<file path="config.mk">
export PLATFORM = sky130hd
export DESIGN_NAME = mul_seq_ctrl
export DESIGN_NICKNAME = d
export VERILOG_FILES = /design/src/rtl/mul_pkg.sv /design/src/rtl/mul_step.sv /design/src/rtl/mul_seq_ctrl.sv
export SDC_FILE = /design/constraint.sdc
export NUM_CORES = 1
export LEC_CHECK = 0
export BUFFER_PORTS_ARGS = -buffer_cell sky130_fd_sc_hd__buf_2
export CAP_MARGIN = 40
export CORE_ASPECT_RATIO = 0.7
export CORE_MARGIN = 1.5
export CORE_UTILIZATION = 41
export DETAILED_ROUTE_END_ITERATION = 8
export PLACE_DENSITY_LB_ADDON = 0.12
export SLEW_MARGIN = 20
export SYNTH_ARGS = -nofsm -noshare
export SYNTH_HDL_FRONTEND = slang
export SYNTH_SLANG_ARGS = --single-unit
</file>
<file path="constraint.sdc">
create_clock -name clk -period 11.1 [get_ports clk]
set_input_delay 1.665 -clock clk [delete_from_list [all_inputs] [get_ports clk]]
set_output_delay 1.665 -clock clk [all_outputs]
set_load 0.01 [all_outputs]
</file>
<file path="src/rtl/mul_pkg.sv">
// Shared types and helpers for the iterative RV32M multiply sequencer.
package mul_pkg;

  typedef enum logic [2:0] {
    MUL    = 3'd0,
    MULH   = 3'd1,
    MULHSU = 3'd2,
    MULHU  = 3'd3
  } mul_func3_e;

  typedef enum logic [1:0] {
    IDLE,
    CALC,
    DONE
  } mul_state_e;

  // Operand signedness: UU unsigned x unsigned, SU signed op1 x unsigned op2, SS signed x signed.
  typedef enum logic [1:0] {
    UU,
    SU,
    SS
  } mul_sign_e;

  localparam logic [4:0] OPC_OP        = 5'b01100;
  localparam logic [6:0] FUNCT7_MULDIV = 7'b0000001;

  // Signedness mode implied by func3; illegal encodings fall into UU and are handled separately.
  function automatic mul_sign_e func3_to_sign(input logic [2:0] f);
    mul_sign_e m;
    case (f)
      MULH:    m = SS;
      MULHSU:  m = SU;
      default: m = UU;
    endcase
    return m;
  endfunction

  // Unsigned magnitude; 0x80000000 maps to itself, read as an unsigned 32-bit value.
  function automatic logic [31:0] mag(input logic [31:0] v, input logic is_signed);
    return (is_signed && v[31]) ? (~v + 32'd1) : v;
  endfunction

endpackage

</file>
<file path="src/rtl/mul_step.sv">
// One shift-add step: R multiplier bits times the multiplicand, shifted into place and added to the accumulator.
module mul_step #(
  parameter int R = 4
) (
  input  logic [63:0]  acc_i,
  input  logic [31:0]  mcand_i,
  input  logic [R-1:0] bits_i,
  input  logic [5:0]   shamt_i,
  output logic [63:0]  acc_o
);

  logic [63:0] pp;

  // Partial product of the current R-bit slice, aligned by the step offset.
  always_comb begin
    pp    = 64'(mcand_i) * 64'(bits_i);
    acc_o = acc_i + (pp << shamt_i);
  end

endmodule

</file>
<file path="src/rtl/mul_seq_ctrl.sv">
// Iterative RV32M multiply sequencer (MUL/MULH/MULHSU/MULHU), R product bits per CALC cycle.
// Optional feature: `define MUL_RESULT_CACHE_EN adds a last-result cache giving 1-cycle hits.
// Handshake: a request is accepted on a rising edge where req_valid && req_ready; req_ready is
// high only in IDLE without flush; resp_valid is a one-cycle strobe and resp_data holds afterwards.
module mul_seq_ctrl
  import mul_pkg::*;
#(
  parameter int R    = 4,
  parameter int XLEN = 32
) (
  input  logic            clk,
  input  logic            rst,
  input  logic            req_valid,
  output logic            req_ready,
  input  logic [2:0]      req_func3,
  input  logic [XLEN-1:0] req_op1,
  input  logic [XLEN-1:0] req_op2,
  input  logic            flush,
  output logic            busy,
  output logic            resp_valid,
  output logic [31:0]     resp_data,
  output logic [1:0]      dbg_state
);

  localparam int STEPS = 32 / R;
  localparam int CNT_W = $clog2(STEPS);
  localparam logic [CNT_W-1:0] LAST = CNT_W'(STEPS - 1);

  mul_state_e      state_q, state_d;
  logic [CNT_W-1:0] cnt_q, cnt_d;
  logic [31:0]     mcand_q, mcand_d;
  logic [31:0]     mplier_q, mplier_d;
  logic [63:0]     acc_q, acc_d;
  logic            neg_q, neg_d;
  logic            hi_sel_q, hi_sel_d;
  logic [31:0]     resp_data_q, resp_data_d;

  logic            accept;
  logic            illegal;
  mul_sign_e       req_mode;
  logic            s1, s2;
  logic [5:0]      shamt;
  logic [63:0]     acc_next;
  logic [63:0]     prod;
  logic [31:0]     result;

`ifdef MUL_RESULT_CACHE_EN
  logic            c_valid_q, c_valid_d;
  logic [XLEN-1:0] c_op1_q, c_op1_d;
  logic [XLEN-1:0] c_op2_q, c_op2_d;
  mul_sign_e       c_mode_q, c_mode_d;
  logic [63:0]     c_prod_q, c_prod_d;
  logic [XLEN-1:0] op1_q, op1_d;
  logic [XLEN-1:0] op2_q, op2_d;
  mul_sign_e       mode_q, mode_d;
  logic            from_calc_q, from_calc_d;
  logic            hit;

  // The low half is mode-independent, so MUL may reuse a product cached under any mode.
  assign hit = c_valid_q && (req_op1 == c_op1_q) && (req_op2 == c_op2_q) &&
               ((req_mode == c_mode_q) || (req_func3 == 3'(MUL)));
`endif

  assign req_ready  = (state_q == IDLE) && !flush;
  assign accept     = req_valid && req_ready;
  assign illegal    = req_func3[2];
  assign req_mode   = func3_to_sign(req_func3);
  assign s1         = (req_mode != UU);
  assign s2         = (req_mode == SS);
  assign shamt      = 6'(int'(cnt_q) * R);
  assign prod       = neg_q ? (~acc_q + 64'd1) : acc_q;
  assign result     = hi_sel_q ? prod[63:32] : prod[31:0];
  assign busy       = (state_q != IDLE);
  assign resp_valid = (state_q == DONE) && !flush;
  assign resp_data  = resp_valid ? result : resp_data_q;
  assign dbg_state  = state_q;

  mul_step #(.R(R)) u_step (
    .acc_i   (acc_q),
    .mcand_i (mcand_q),
    .bits_i  (mplier_q[R-1:0]),
    .shamt_i (shamt),
    .acc_o   (acc_next)
  );

  // Next-state logic: operand capture on accept, one step per CALC cycle, result latch in DONE.
  always_comb begin
    state_d     = state_q;
    cnt_d       = cnt_q;
    mcand_d     = mcand_q;
    mplier_d    = mplier_q;
    acc_d       = acc_q;
    neg_d       = neg_q;
    hi_sel_d    = hi_sel_q;
    resp_data_d = resp_data_q;
`ifdef MUL_RESULT_CACHE_EN
    c_valid_d   = c_valid_q;
    c_op1_d     = c_op1_q;
    c_op2_d     = c_op2_q;
    c_mode_d    = c_mode_q;
    c_prod_d    = c_prod_q;
    op1_d       = op1_q;
    op2_d       = op2_q;
    mode_d      = mode_q;
    from_calc_d = from_calc_q;
`endif
    case (state_q)
      IDLE: begin
        if (accept) begin
          mcand_d  = mag(req_op1, s1);
          mplier_d = mag(req_op2, s2);
          neg_d    = (s1 & req_op1[XLEN-1]) ^ (s2 & req_op2[XLEN-1]);
          hi_sel_d = (req_func3 != 3'(MUL));
          acc_d    = '0;
          cnt_d    = '0;
`ifdef MUL_RESULT_CACHE_EN
          op1_d       = req_op1;
          op2_d       = req_op2;
          mode_d      = req_mode;
          from_calc_d = 1'b0;
`endif
          if (illegal) begin
            // Zeroed operands and unsigned low half make the DONE result zero.
            mcand_d  = '0;
            mplier_d = '0;
            neg_d    = 1'b0;
            hi_sel_d = 1'b0;
            state_d  = DONE;
          end
`ifdef MUL_RESULT_CACHE_EN
          else if (hit) begin
            // Cached product is already sign-corrected.
            acc_d   = c_prod_q;
            neg_d   = 1'b0;
            state_d = DONE;
          end
          else begin
            from_calc_d = 1'b1;
            state_d     = CALC;
          end
`else
          else begin
            state_d = CALC;
          end
`endif
        end
      end
      CALC: begin
        if (flush) begin
          state_d = IDLE;
        end else begin
          acc_d    = acc_next;
          mplier_d = mplier_q >> R;
          cnt_d    = cnt_q + CNT_W'(1);
          if (cnt_q == LAST) begin
            state_d = DONE;
          end
        end
      end
      DONE: begin
        state_d = IDLE;
        if (!flush) begin
          resp_data_d = result;
`ifdef MUL_RESULT_CACHE_EN
          if (from_calc_q) begin
            c_valid_d = 1'b1;
            c_op1_d   = op1_q;
            c_op2_d   = op2_q;
            c_mode_d  = mode_q;
            c_prod_d  = prod;
          end
`endif
        end
      end
      default: state_d = IDLE;
    endcase
  end

  // State and datapath registers with asynchronous reset.
  always_ff @(posedge clk or posedge rst) begin
    if (rst) begin
      state_q     <= IDLE;
      cnt_q       <= '0;
      mcand_q     <= '0;
      mplier_q    <= '0;
      acc_q       <= '0;
      neg_q       <= 1'b0;
      hi_sel_q    <= 1'b0;
      resp_data_q <= '0;
`ifdef MUL_RESULT_CACHE_EN
      c_valid_q   <= 1'b0;
      c_op1_q     <= '0;
      c_op2_q     <= '0;
      c_mode_q    <= UU;
      c_prod_q    <= '0;
      op1_q       <= '0;
      op2_q       <= '0;
      mode_q      <= UU;
      from_calc_q <= 1'b0;
`endif
    end else begin
      state_q     <= state_d;
      cnt_q       <= cnt_d;
      mcand_q     <= mcand_d;
      mplier_q    <= mplier_d;
      acc_q       <= acc_d;
      neg_q       <= neg_d;
      hi_sel_q    <= hi_sel_d;
      resp_data_q <= resp_data_d;
`ifdef MUL_RESULT_CACHE_EN
      c_valid_q   <= c_valid_d;
      c_op1_q     <= c_op1_d;
      c_op2_q     <= c_op2_d;
      c_mode_q    <= c_mode_d;
      c_prod_q    <= c_prod_d;
      op1_q       <= op1_d;
      op2_q       <= op2_d;
      mode_q      <= mode_d;
      from_calc_q <= from_calc_d;
`endif
    end
  end

endmodule

</file>
After elaboration in Yosys (flattened, before gate mapping)
Index checks and enable logic that the tools add are counted.
{"block": "word_totals", "ff_bits": 167, "input_bits": 71, "output_inout_bits": 37}
{"block": "classes", "add_sub_neg": 5, "mul": 1, "eq_ne": 9, "n_shift": 1, "muxes": 24, "n_bitwise": 7, "n_reduce_logical": 15}
{"operator": "$mux W32", "n": 8}
{"operator": "$mux W64", "n": 3}
{"operator": "$pmux W64 S2", "n": 1}
{"operator": "$add A32 B1 Y32 const B", "n": 2}
{"operator": "$add A64 B1 Y64 const B", "n": 1}
{"operator": "$add A64 B64 Y64", "n": 1}
{"operator": "$not A32 Y32", "n": 2}
{"operator": "$not A64 Y64", "n": 1}
{"operator": "$pmux W32 S2", "n": 1}
{"operator": "$shl A36 B5 Y64", "n": 1}
{"operator": "$mul A32 B4 Y36", "n": 1}
{"operator": "$mux W2", "n": 4}
{"operator": "$pmux W2 S2", "n": 2}
{"operator": "$mux W3", "n": 2}
{"operator": "$pmux W3 S2", "n": 1}
{"operator": "$reduce_and A2 Y1", "n": 3}
{"operator": "$reduce_bool A2 Y1", "n": 3}
{"operator": "$logic_and A1 B1 Y1", "n": 5}
{"operator": "$eq A2 B2 Y1 const B", "n": 2}
{"operator": "$ne A2 B2 Y1 const B", "n": 2}
{"operator": "$add A3 B1 Y3 const B", "n": 1}
{"operator": "$eq A3 B1 Y1 const B", "n": 1}
{"operator": "$eq A3 B2 Y1 const B", "n": 1}
{"operator": "$eq A3 B3 Y1 const B", "n": 1}
{"operator": "10 further kinds", "n": 12}

Logic depth before layout (Yosys ltp)
Gate-level depths: netlist of run 1.
{"block": "depth", "depth_word": 8, "mapped_depth": 32}

Modules after synthesis
From an unflattened synthesis of run 1, not the netlist that was laid out.
{"block": "unflattened", "hier_cells": 2847, "hier_area_um2": 21267.9}
{"module": "mul_step", "instances": 1, "cells_each": 1668, "area_each_um2": 11379.7, "seq_area_each_um2": 0.0}
{"module": "mul_seq_ctrl", "instances": 1, "cells_each": 1179, "area_each_um2": 9888.2, "seq_area_each_um2": 4179.0}

Worst setup path before layout of run 1
No wires, ideal clock.
{"block": "synth_path", "path_kind": "register to register", "start": "register mplier_q[3]", "end": "register acc_q[48]", "setup_time_ns": 0.133, "arrival_time_ns": 6.603, "required_ns": 10.967, "path_slack_ns": 4.363, "stages_incl_launch_ff": 28, "path_buffers": 1, "synth_period_minus_slack_ns": 6.737, "path_cell_list": "dfrtp_1 > clkbuf_1 > and2_1 > fa_1 > inv_1 > fa_1 > inv_1 > ha_1 > a21o_1 > a21oi_1 > o211ai_1 > a2111oi_0 > a21o_1 > nand2_1 > a221oi_1 > xor2_1 > o21ai_0 > mux2i_1 > mux2i_1 > ha_1 > nand2_1 > or4_1 > o21ai_0 > a31oi_1 > o41ai_1 > a21oi_1 > xnor2_1 > o21ai_0"}
{"block": "synth_via", "elab_chain_len": 5}
{"element": "from (decl)", "line_no": "mul_seq_ctrl.sv:32", "rtl": "logic [31:0] mplier_q, mplier_d;"}
{"element": "from (signal assigned)", "line_no": "mul_seq_ctrl.sv:205", "rtl": "mplier_q <= mplier_d;"}
{"element": "$mul A32 B4 Y36", "line_no": "mul_step.sv:16", "rtl": "pp = 64'(mcand_i) * 64'(bits_i);"}
{"element": "$shl A36 B5 Y64", "line_no": "mul_step.sv:17", "rtl": "acc_o = acc_i + (pp << shamt_i);"}
{"element": "$add A64 B64 Y64", "line_no": "mul_step.sv:17"}
{"element": "$mux W64", "line_no": "mul_seq_ctrl.sv:149", "rtl": "if (flush) begin"}
{"element": "$pmux W64 S2", "line_no": "mul_seq_ctrl.sv:107", "rtl": "case (state_q)"}
{"element": "to (signal assigned)", "line_no": "mul_seq_ctrl.sv:186", "rtl": "acc_q <= '0;"}
{"element": "to (signal assigned)", "line_no": "mul_seq_ctrl.sv:206", "rtl": "acc_q <= acc_d;"}
{"element": "to (decl)", "line_no": "mul_seq_ctrl.sv:33", "rtl": "logic [63:0] acc_q, acc_d;"}
Every way passes these cells. The select of a mux whose other input is x is not followed.
A chain may end at the register's enable or synchronous reset.

Worst setup path after layout of run 1
{"block": "layout_path", "start": "register mplier_q[3]", "end": "register acc_q[58]"}
The elaborated chain is that of the path after synthesis.

==> results.md, run 1 <==
* Result of the run: completed
* Std-Cell Rows at 64
* Die Y at 179 um
* Syn_area_per_cell at 7.82 um2
* Post-CTS resize count at 0
* Count of antenna-violating nets left after detailed routing at 0
* Dominant combinational cell family by area after synthesis: compound AO/OA/AOI/OAI gates
* Clock Sink Count at 167
* Area grow syn2layout at 9.56%
* Share of synthesized cell area in full adder, half adder and majority cells at 0.149
* Share of total power in sequential cells at 0.231
* Wire length of the first global-routing pass at 91400 um
* Maximum clock rate at 121 MHz
* Relative slew margins at 0.444
* Width of the chip at 254 um
* Synth area leader: sky130_fd_sc_hd__dfrtp_1
* Utilization after layout at 0.455
* Count of filler cells inserted in the layout at 4453
* Final WL at 56400 um
* Final HPWL from detailed placement at 44200 um
* Actual slew at the worst max-slew pin at 834 ps
* Nets at 2605
* Cell Int Power at 0.00204 W
* Complex-gate fraction of the synthesized area at 0.233
* Time the worst path needs with I/O delays and setup at 8270 ps
* Die area at 45500 um2
* Share of synthesized area spent on multiplexers at 0.0252
* Routed vias/inst at 5.74
* Final Instance Count excl. Fillers at 2962
* Final estimated routing congestion in global placement at 0.922
* Endpoints failing hold at 0
* Switching part of the total power at 0.515
* Crit path kind: reg2reg
* Post-synth ARST share at 1.00
* Psw at 0.00216 W
* Clk buf depth at 2
* Top cell type's share of synthesized area at 0.231
* Synthesized instance count at 2318
* Worst setup slack after placement at 2820 ps
* Number of unique standard cell types used by synthesis at 71
* Final setup violation count at 0
* CTS clk-pin slew, worst paths at 80 ps
* Xor-xnor portion of the synthesized cell area at 0.101
* Setup TNS at 0 ps
* Number of global-route vias before repair at 16300
* Critical Path End Type: flop
* Peak supply drop at 0.000103 V
* Placed Instances at 2926
* Number of top-level design ports at 108
* Ys flop type: sky130_fd_sc_hd__dfrtp_1
* Final Slew Violations at 0
* Smallest setup slack after layout at 2830 ps
* Data arrival time at the worst-slack endpoint at 8640 ps
* Basic-gate share of the synthesized area counting and, or, nand and nor cells at 0.206
* Routed WL per cell at 19.0 um
* Crit path required time at 11480 ps
* Destination of the worst register-to-register timing path: acc_q[58]
* Area inside the core boundary at 43600 um2
* CP startpoint kind: flop
* Combined area of all synthesized cells at 18100 um2
* Register-to-register path setup slack at 2830 ps
* Length in cells of the worst reg-to-reg path at 27
* Hold-fix buffers, CTS at 0
* Reported max-cap violation count at 0
* All-layer global routing usage at 0.256
* Total power divided by cell area at 212 nW/um2
* Clock network fraction of design power at 0.146
* Starting DRT DRC Count at 1448
* Number of flops mapped to enable cells by yosys at 0
* Reg2Reg Launch Point: mplier_q[3]
* Total setup buffers inserted after CTS at 0
* Number of buffers created by CTS at 17
* Skew-Pair Late Insertion Delay at 470 ps
* Seq/Total Area, Yosys at 0.231
* Remaining Overflow, GRT at 0
* Diode insertion count for antenna repair at 0
* FF+latch count, synth at 167
* Share of post-route cells with drive strength above 1 at 0.0866
* Synth warn at 0
* Cell at the root of the clock tree: sky130_fd_sc_hd__clkbuf_16
* Layout Skew at 12.8 ps
* Effective utilization at floorplan at 0.415
* Synthesized net count at 2568
* Initial antenna violation count at 2
* I/O Buffers at 107
* Clock tree from TritonCTS: built
* LEAKAGE at 9.31 nW
* Number of DRC violations after detailed routing at 0
* Max Fanout on Critical Path at 23
* Area contributors post-synth: sky130_fd_sc_hd__dfrtp_1 (23%), sky130_fd_sc_hd__ha_1 (8.1%), sky130_fd_sc_hd__fa_1 (6.7%), sky130_fd_sc_hd__nand2_1 (6.0%), sky130_fd_sc_hd__o21ai_0 (5.7%)
* Setup crit start: mplier_q[3]
* Last element of the critical path: acc_q[58]
* Maximum number of pins on one net before global-route repair at 81
* Setup repair after global routing missed its margin: false
* Vias after detailed routing at 17000
* First-pass iteration count of the detailed router at 5
* Level count of the clock H-tree at 4
* Hold Path Class: reg2reg
* Combinational Power Share at 0.623
* Period utilisation layout at 0.745
* Tightest hold margin at 481 ps
[cell families (layout without fill, tap and decap cells)]
logic type | after synthesis | in the layout
flip-flops | 167 | 167
buffers and inverters | 268 | 318
XOR/XNOR | 209 | 209
AO/OA/AOI/OAI | 662 | 662
multiplexers | 44 | 44
AND/OR/NAND/NOR | 789 | 789
adder cells (fa/ha/maj) | 179 | 179
[power groups by stage]
stage | Combinational (W) | Clock [W] | Sequential, W
6_report | 0.00262 | 0.000614 | 0.000970
5_1_grt | 0.00291 | 0.000652 | 0.000990
4_1_cts | 0.00254 | 0.000631 | 0.000986
3_5_place_dp | 0.00253 | 0 | 0.000996
3_3_place_gp | 0.00250 | 0 | 0.000994
2_1_floorplan | 0.00189 | 0 | 0.000887
[worst min-delay path by stage]
stage,from,end,slack (ps),cells past startpoint
final,mplier_q[31],mplier_q[31],480,2
after global routing,resp_data_q[29],resp_data_q[29],510,2
after CTS,mplier_q[31],mplier_q[31],490,2
after detailed placement,mplier_q[31],mplier_q[31],470,2
after global placement,mplier_q[31],mplier_q[31],460,2
after floorplan,mplier_q[31],mplier_q[31],450,2
[worst max-delay path, cell delays in order (launching register included)]
cell and delay [ps]:
sky130_fd_sc_hd__dfrtp_1 500, sky130_fd_sc_hd__buf_8 220, sky130_fd_sc_hd__and2_1 160, sky130_fd_sc_hd__fa_1 540, sky130_fd_sc_hd__inv_1 60, sky130_fd_sc_hd__fa_1 530
sky130_fd_sc_hd__inv_1 40, sky130_fd_sc_hd__ha_1 340, sky130_fd_sc_hd__a21o_1 190, sky130_fd_sc_hd__a21oi_1 220, sky130_fd_sc_hd__o211ai_1 160, sky130_fd_sc_hd__a2111oi_0 700
sky130_fd_sc_hd__a21o_1 220, sky130_fd_sc_hd__nand2_1 90, sky130_fd_sc_hd__a221oi_1 340, sky130_fd_sc_hd__xor2_1 350, sky130_fd_sc_hd__o21ai_0 220, sky130_fd_sc_hd__mux2i_1 320
sky130_fd_sc_hd__mux2i_1 140, sky130_fd_sc_hd__ha_1 400, sky130_fd_sc_hd__nand2_1 90, sky130_fd_sc_hd__or4_1 460, sky130_fd_sc_hd__nor4_1 450, sky130_fd_sc_hd__o31ai_1 170
sky130_fd_sc_hd__a31oi_1 540, sky130_fd_sc_hd__a21boi_0 330, sky130_fd_sc_hd__xor2_1 210, sky130_fd_sc_hd__o21ai_0 180
[cell usage in the layout, fill, tap and decap left out, types with 17 or more instances in the layout]
cell / count
sky130_fd_sc_hd__clkbuf_16: 17
sky130_fd_sc_hd__a21oi_1: 154
sky130_fd_sc_hd__ha_1: 118
sky130_fd_sc_hd__dfrtp_1: 166
sky130_fd_sc_hd__or3_1: 22
sky130_fd_sc_hd__a21o_1: 43
sky130_fd_sc_hd__nand4_1: 23
sky130_fd_sc_hd__xnor2_1: 116
sky130_fd_sc_hd__fa_1: 61
sky130_fd_sc_hd__a221oi_1: 30
sky130_fd_sc_hd__a22o_1: 41
sky130_fd_sc_hd__nand2_1: 288
sky130_fd_sc_hd__o31ai_1: 40
sky130_fd_sc_hd__xor2_1: 93
sky130_fd_sc_hd__nand2b_1: 17
sky130_fd_sc_hd__o21ai_0: 207
sky130_fd_sc_hd__mux2i_1: 31
sky130_fd_sc_hd__nor2_1: 184
sky130_fd_sc_hd__buf_2: 107
sky130_fd_sc_hd__inv_1: 150
sky130_fd_sc_hd__buf_4: 21
sky130_fd_sc_hd__nor3_1: 28
sky130_fd_sc_hd__nand3_1: 51
sky130_fd_sc_hd__and2_1: 101
[synth_stat cells, types with 5 or more instances]
master                      instances
sky130_fd_sc_hd__nand2_1          289
sky130_fd_sc_hd__o21ai_0          207
sky130_fd_sc_hd__nor2_1           186
sky130_fd_sc_hd__dfrtp_1          167
sky130_fd_sc_hd__a21oi_1          154
sky130_fd_sc_hd__inv_1            151
sky130_fd_sc_hd__ha_1             118
sky130_fd_sc_hd__xnor2_1          116
sky130_fd_sc_hd__clkbuf_1         107
sky130_fd_sc_hd__and2_1           101
sky130_fd_sc_hd__xor2_1            93
sky130_fd_sc_hd__fa_1              61
sky130_fd_sc_hd__nand3_1           51
sky130_fd_sc_hd__a21o_1            43
sky130_fd_sc_hd__a22o_1            41
sky130_fd_sc_hd__o31ai_1           40
sky130_fd_sc_hd__mux2i_1           31
sky130_fd_sc_hd__a221oi_1          30
sky130_fd_sc_hd__nor3_1            28
sky130_fd_sc_hd__nand4_1           23
sky130_fd_sc_hd__or3_1             22
sky130_fd_sc_hd__nand2b_1          18
sky130_fd_sc_hd__nor2b_1           17
sky130_fd_sc_hd__a31oi_1           16
sky130_fd_sc_hd__o21bai_1          15
sky130_fd_sc_hd__o22ai_1           15
sky130_fd_sc_hd__a211oi_1          13
sky130_fd_sc_hd__mux2_2            13
sky130_fd_sc_hd__o21a_1            13
sky130_fd_sc_hd__o221ai_1          13
sky130_fd_sc_hd__o41ai_1           13
sky130_fd_sc_hd__nor4_1            12
sky130_fd_sc_hd__and3_1             9
sky130_fd_sc_hd__buf_1              8
sky130_fd_sc_hd__or4_1              8
sky130_fd_sc_hd__a21boi_0           7
sky130_fd_sc_hd__o211ai_1           7
sky130_fd_sc_hd__o2111ai_1          5
sky130_fd_sc_hd__or2_2              5
[flip-flops by register name, summed over array words and instances, names as in the netlist]
| name | count |
|---|---|
| mplier_q | 32 |
| hi_sel_q | 1 |
| cnt_q | 3 |
| neg_q | 1 |
| acc_q | 64 |
| dbg_state | 2 |
| mcand_q | 32 |
| resp_data_q | 32 |
[stage by stage]
stage / cell area [um2] / total power, W
3_3_place_gp: 19200 / 0.00349
2_1_floorplan: 18100 / 0.00278
6_report: 19900 / 0.00420
5_1_grt: 19900 / 0.00455
3_5_place_dp: 19200 / 0.00352
4_1_cts: 19800 / 0.00416
[cell type report]
type | instances | area, um2 | area share
clock inverter | 14 | 140 | 0.00706
tap | 594 | 743 | 0.0374
multi-input combinational | 1883 | 13000 | 0.653
inverter | 152 | 576 | 0.0290
timing repair buffer | 134 | 821 | 0.0413
sequential | 167 | 4180 | 0.211
clock buffer | 18 | 429 | 0.0216
[metal layers]
| layer | wire length, um | vias to the layer above | global-route usage | part of all wire |
|---|---|---|---|---|
| met1 | 28700 | 8198 | 0.395 | 0.51 |
| met5 | 7 | - | 0 | 0.00012 |
| li1 | - | 8211 | - | - |
| met3 | 3930 | 55 | 0.0441 | 0.070 |
| met2 | 22900 | 537 | 0.367 | 0.41 |
| met4 | 874 | 2 | 0.0541 | 0.015 |
Note: power is estimated with default switching activity, not from simulation.
==> run 2, diff against run 1 <==
==> constraint.sdc (replaced) <==
create_clock -name clk -period 7.98 [get_ports clk]
set_input_delay 1.197 -clock clk [delete_from_list [all_inputs] [get_ports clk]]
set_output_delay 1.197 -clock clk [all_outputs]
set_load 0.01 [all_outputs]
==> run 2 against run 1 <==
Net effect:
- die area stayed put
- maximum frequency is 9.2% higher
- sequential share of layout area fell by 0.11 points
- final area grew 0.79%
- via count is 0.23% higher
- final cell count grew 0.51%
- clock-buffer cell count is 3 higher
- hold slack worse by 2.7 ps
- combinational power increased by 39%
- largest cell class unchanged
==> results.md, run 2 (synthesis gave the netlist of run 1 again) <==
* Result of the run: completed
* Actual slew at the worst max-slew pin at 852 ps (+18.1 ps)
* Combinational Power Share at 0.616 (-0.007)
* Cell Int Power at 0.00294 W (+44%)
* Number of buffers created by CTS at 17 (unchanged)
* Final Slew Violations at 0 (unchanged)
* Count of filler cells inserted in the layout at 4397 (-1.3%)
* Final Instance Count excl. Fillers at 2977 (+0.51%)
* Initial antenna violation count at 3 (+1)
* All-layer global routing usage at 0.261 (+0.00536)
* Remaining Overflow, GRT at 0 (unchanged)
* Total power divided by cell area at 296 nW/um2 (+40%)
* Wire length of the first global-routing pass at 91900 um (+0.51%)
* Final setup violation count at 0 (unchanged)
* Layout Skew at 15.5 ps (+2.64 ps)
* Period utilisation layout at 0.949 (+0.204)
* Share of post-route cells with drive strength above 1 at 0.0961 (+0.00957)
* Switching part of the total power at 0.503 (-0.0115)
* Skew-Pair Late Insertion Delay at 480 ps (about the same)
* Nets at 2619 (+0.54%)
* Routed vias/inst at 5.72 (-0.28%)
* Starting DRT DRC Count at 1444 (-0.28%)
* Share of total power in sequential cells at 0.231 (about the same)
* CP startpoint kind: flop
* Power Total at 0.00591 W (+41%)
* Effective utilization at floorplan at 0.415 (unchanged)
* Total area of multi-input combinational cells at 13000 um2 (+0.31%)
* Endpoints failing hold at 0 (unchanged)
* Vias after detailed routing at 17000 (+0.23%)
* Commonest cells after routing, fill and taps aside: sky130_fd_sc_hd__nand2_1 (288), sky130_fd_sc_hd__o21ai_0 (204), sky130_fd_sc_hd__nor2_1 (184)
* Maximum clock rate at 132 MHz (+9.2%)
* Clock Sink Count at 167 (unchanged)
* Final estimated routing congestion in global placement at 1.01 (+9.5%)
* Hold Path Class: reg2reg
* Relative slew margins at 0.432 (-0.0121)
* Max Fanout on Critical Path at 26 (+13%)
* Clock network fraction of design power at 0.153 (+0.007)
* Level count of the clock H-tree at 4 (unchanged)
* Crit path buf inv count at 2 (-1)
* Std-Cell Rows at 64 (unchanged)
* Number of DRC violations after detailed routing at 0 (unchanged)
* LEAKAGE at 9.38 nW (+0.68%)
* Number of top-level design ports at 108 (unchanged)
* Hold-fix buffers, CTS at 0 (unchanged)
* Peak supply drop at 0.000157 V (+52%)
* Die Y at 179 um (unchanged)
* Psw at 0.00298 W (+38%)
* Longest individual stage delay on the worst path at 570 ps (-130 ps)
* Crit path kind: reg2reg
* Final HPWL from detailed placement at 45500 um (+2.9%)
* Most common library cell in the layout ignoring fill and taps: sky130_fd_sc_hd__nand2_1
* Number of global-route vias before repair at 16300 (+0.055%)
* Reported max-cap violation count at 0 (unchanged)
* Final WL at 57600 um (+2.2%)
* Total setup buffers inserted after CTS at 0 (unchanged)
* Count of antenna-violating nets left after detailed routing at 0 (unchanged)
* Width of the chip at 254 um (unchanged)
* Post-CTS resize count at 0 (unchanged)
* Clock tree from TritonCTS: built
* Tightest hold margin at 479 ps (-2.68 ps)
* Cell at the root of the clock tree: sky130_fd_sc_hd__clkbuf_16
* CTS clk-pin slew, worst paths at 80 ps (about the same)
* Register Area at 4190 um2 (+0.27%)
* CP delay by family, top: compound AO/OA/AOI/OAI gates
* Crit path required time at 8320 ps (-3160 ps)
* Die area at 45500 um2 (unchanged)
* Clk buf depth at 2 (unchanged)
* Register name with the most flops: acc_q
* First-pass iteration count of the detailed router at 6 (+1)
* Max FFs per register at 64 (unchanged)
* I/O Buffers at 107 (unchanged)
* Data arrival time at the worst-slack endpoint at 7910 ps (-730 ps)
* Maximum number of pins on one net before global-route repair at 81 (unchanged)
* Critical-path top delay cell: sky130_fd_sc_hd__dfrtp_4
* Placed Instances at 2942 (+0.55%)
* Area grow syn2layout at 10.4%
* Routed WL per cell at 19.4 um (+1.7%)
* Time the worst path needs with I/O delays and setup at 7570 ps (-697 ps)
* Critical Path End Type: flop
* Area inside the core boundary at 43600 um2 (unchanged)
## run 2: changes by cell type in the layout (fill, tap and decap cells not counted), sizes merged
| cell | before | now |
|---|---|---|
| inv | 158 | 156 |
| clkinv | 4 | 2 |
| bufinv | 0 | 2 |
| clkbuf | 18 | 21 |
| diode | 0 | 1 |
| clkinvlp | 4 | 3 |
| buf | 134 | 148 |
## run 2: tightest hold or removal path: stages, from the launching register on
cell and delay, ps:
sky130_fd_sc_hd__dfrtp_1 340, sky130_fd_sc_hd__nand2_1 50, sky130_fd_sc_hd__o31ai_1 50
## run 2: cell type report
| cell class | count | area share |
|---|---|---|
| diodes | 1 | 0.000125 |
| clock buffers | 21 | 0.0235 |
| clock inverters | 11 | 0.00688 |
| inverters | 152 | 0.0288 |
| multi-input cells | 1883 | 0.650 |
| flip-flops and latches | 167 | 0.209 |
| well taps | 594 | 0.0371 |
| repair buffers | 148 | 0.0442 |
## run 2: worst paths after layout
| check | to | cells past startpoint | startpoint | slack (ps) |
|---|---|---|---|---|
| worst max-delay path | acc_q[57] | 28 | mplier_q[3] | 410 |
| worst min-delay path | hi_sel_q | 2 | hi_sel_q | 480 |
| worst max register to register | acc_q[57] | 28 | mplier_q[3] | 410 |
| worst min register to register | hi_sel_q | 2 | hi_sel_q | 480 |
| max in group asynchronous | neg_q | 4 | rst | 6240 |
| min in group asynchronous | acc_q[5] | 2 | rst | 730 |
## run 2: routing by layer
metal  track usage  up-vias  share of wire
li1              -     8242              -
met1         0.398     8221           0.51
met2         0.367      528           0.40
met3        0.0617       47          0.080
met4        0.0558        4          0.014
met5             0        -        0.00040
## run 2: stage by stage
step            util  worst slack [ps]  TNS, ps  area, um2
2_1_floorplan      -              1240        0      18100
5_1_grt        0.458             -28.0    -28.0      20000
6_report       0.458               408        0      20000
3_3_place_gp   0.441             -48.8    -48.8      19300
3_5_place_dp   0.443              75.6        0      19300
4_1_cts        0.456              18.6        0      19900
## run 2: power groups by stage
stage / Clock (W) / Combinational [W] / Sequential [W]
final: 0.000905 / 0.00364 / 0.00137
after global routing: 0.000957 / 0.00404 / 0.00140
after CTS: 0.000923 / 0.00357 / 0.00136
after detailed placement: 0 / 0.00355 / 0.00138
after global placement: 0 / 0.00353 / 0.00138
after floorplan: 0 / 0.00263 / 0.00123
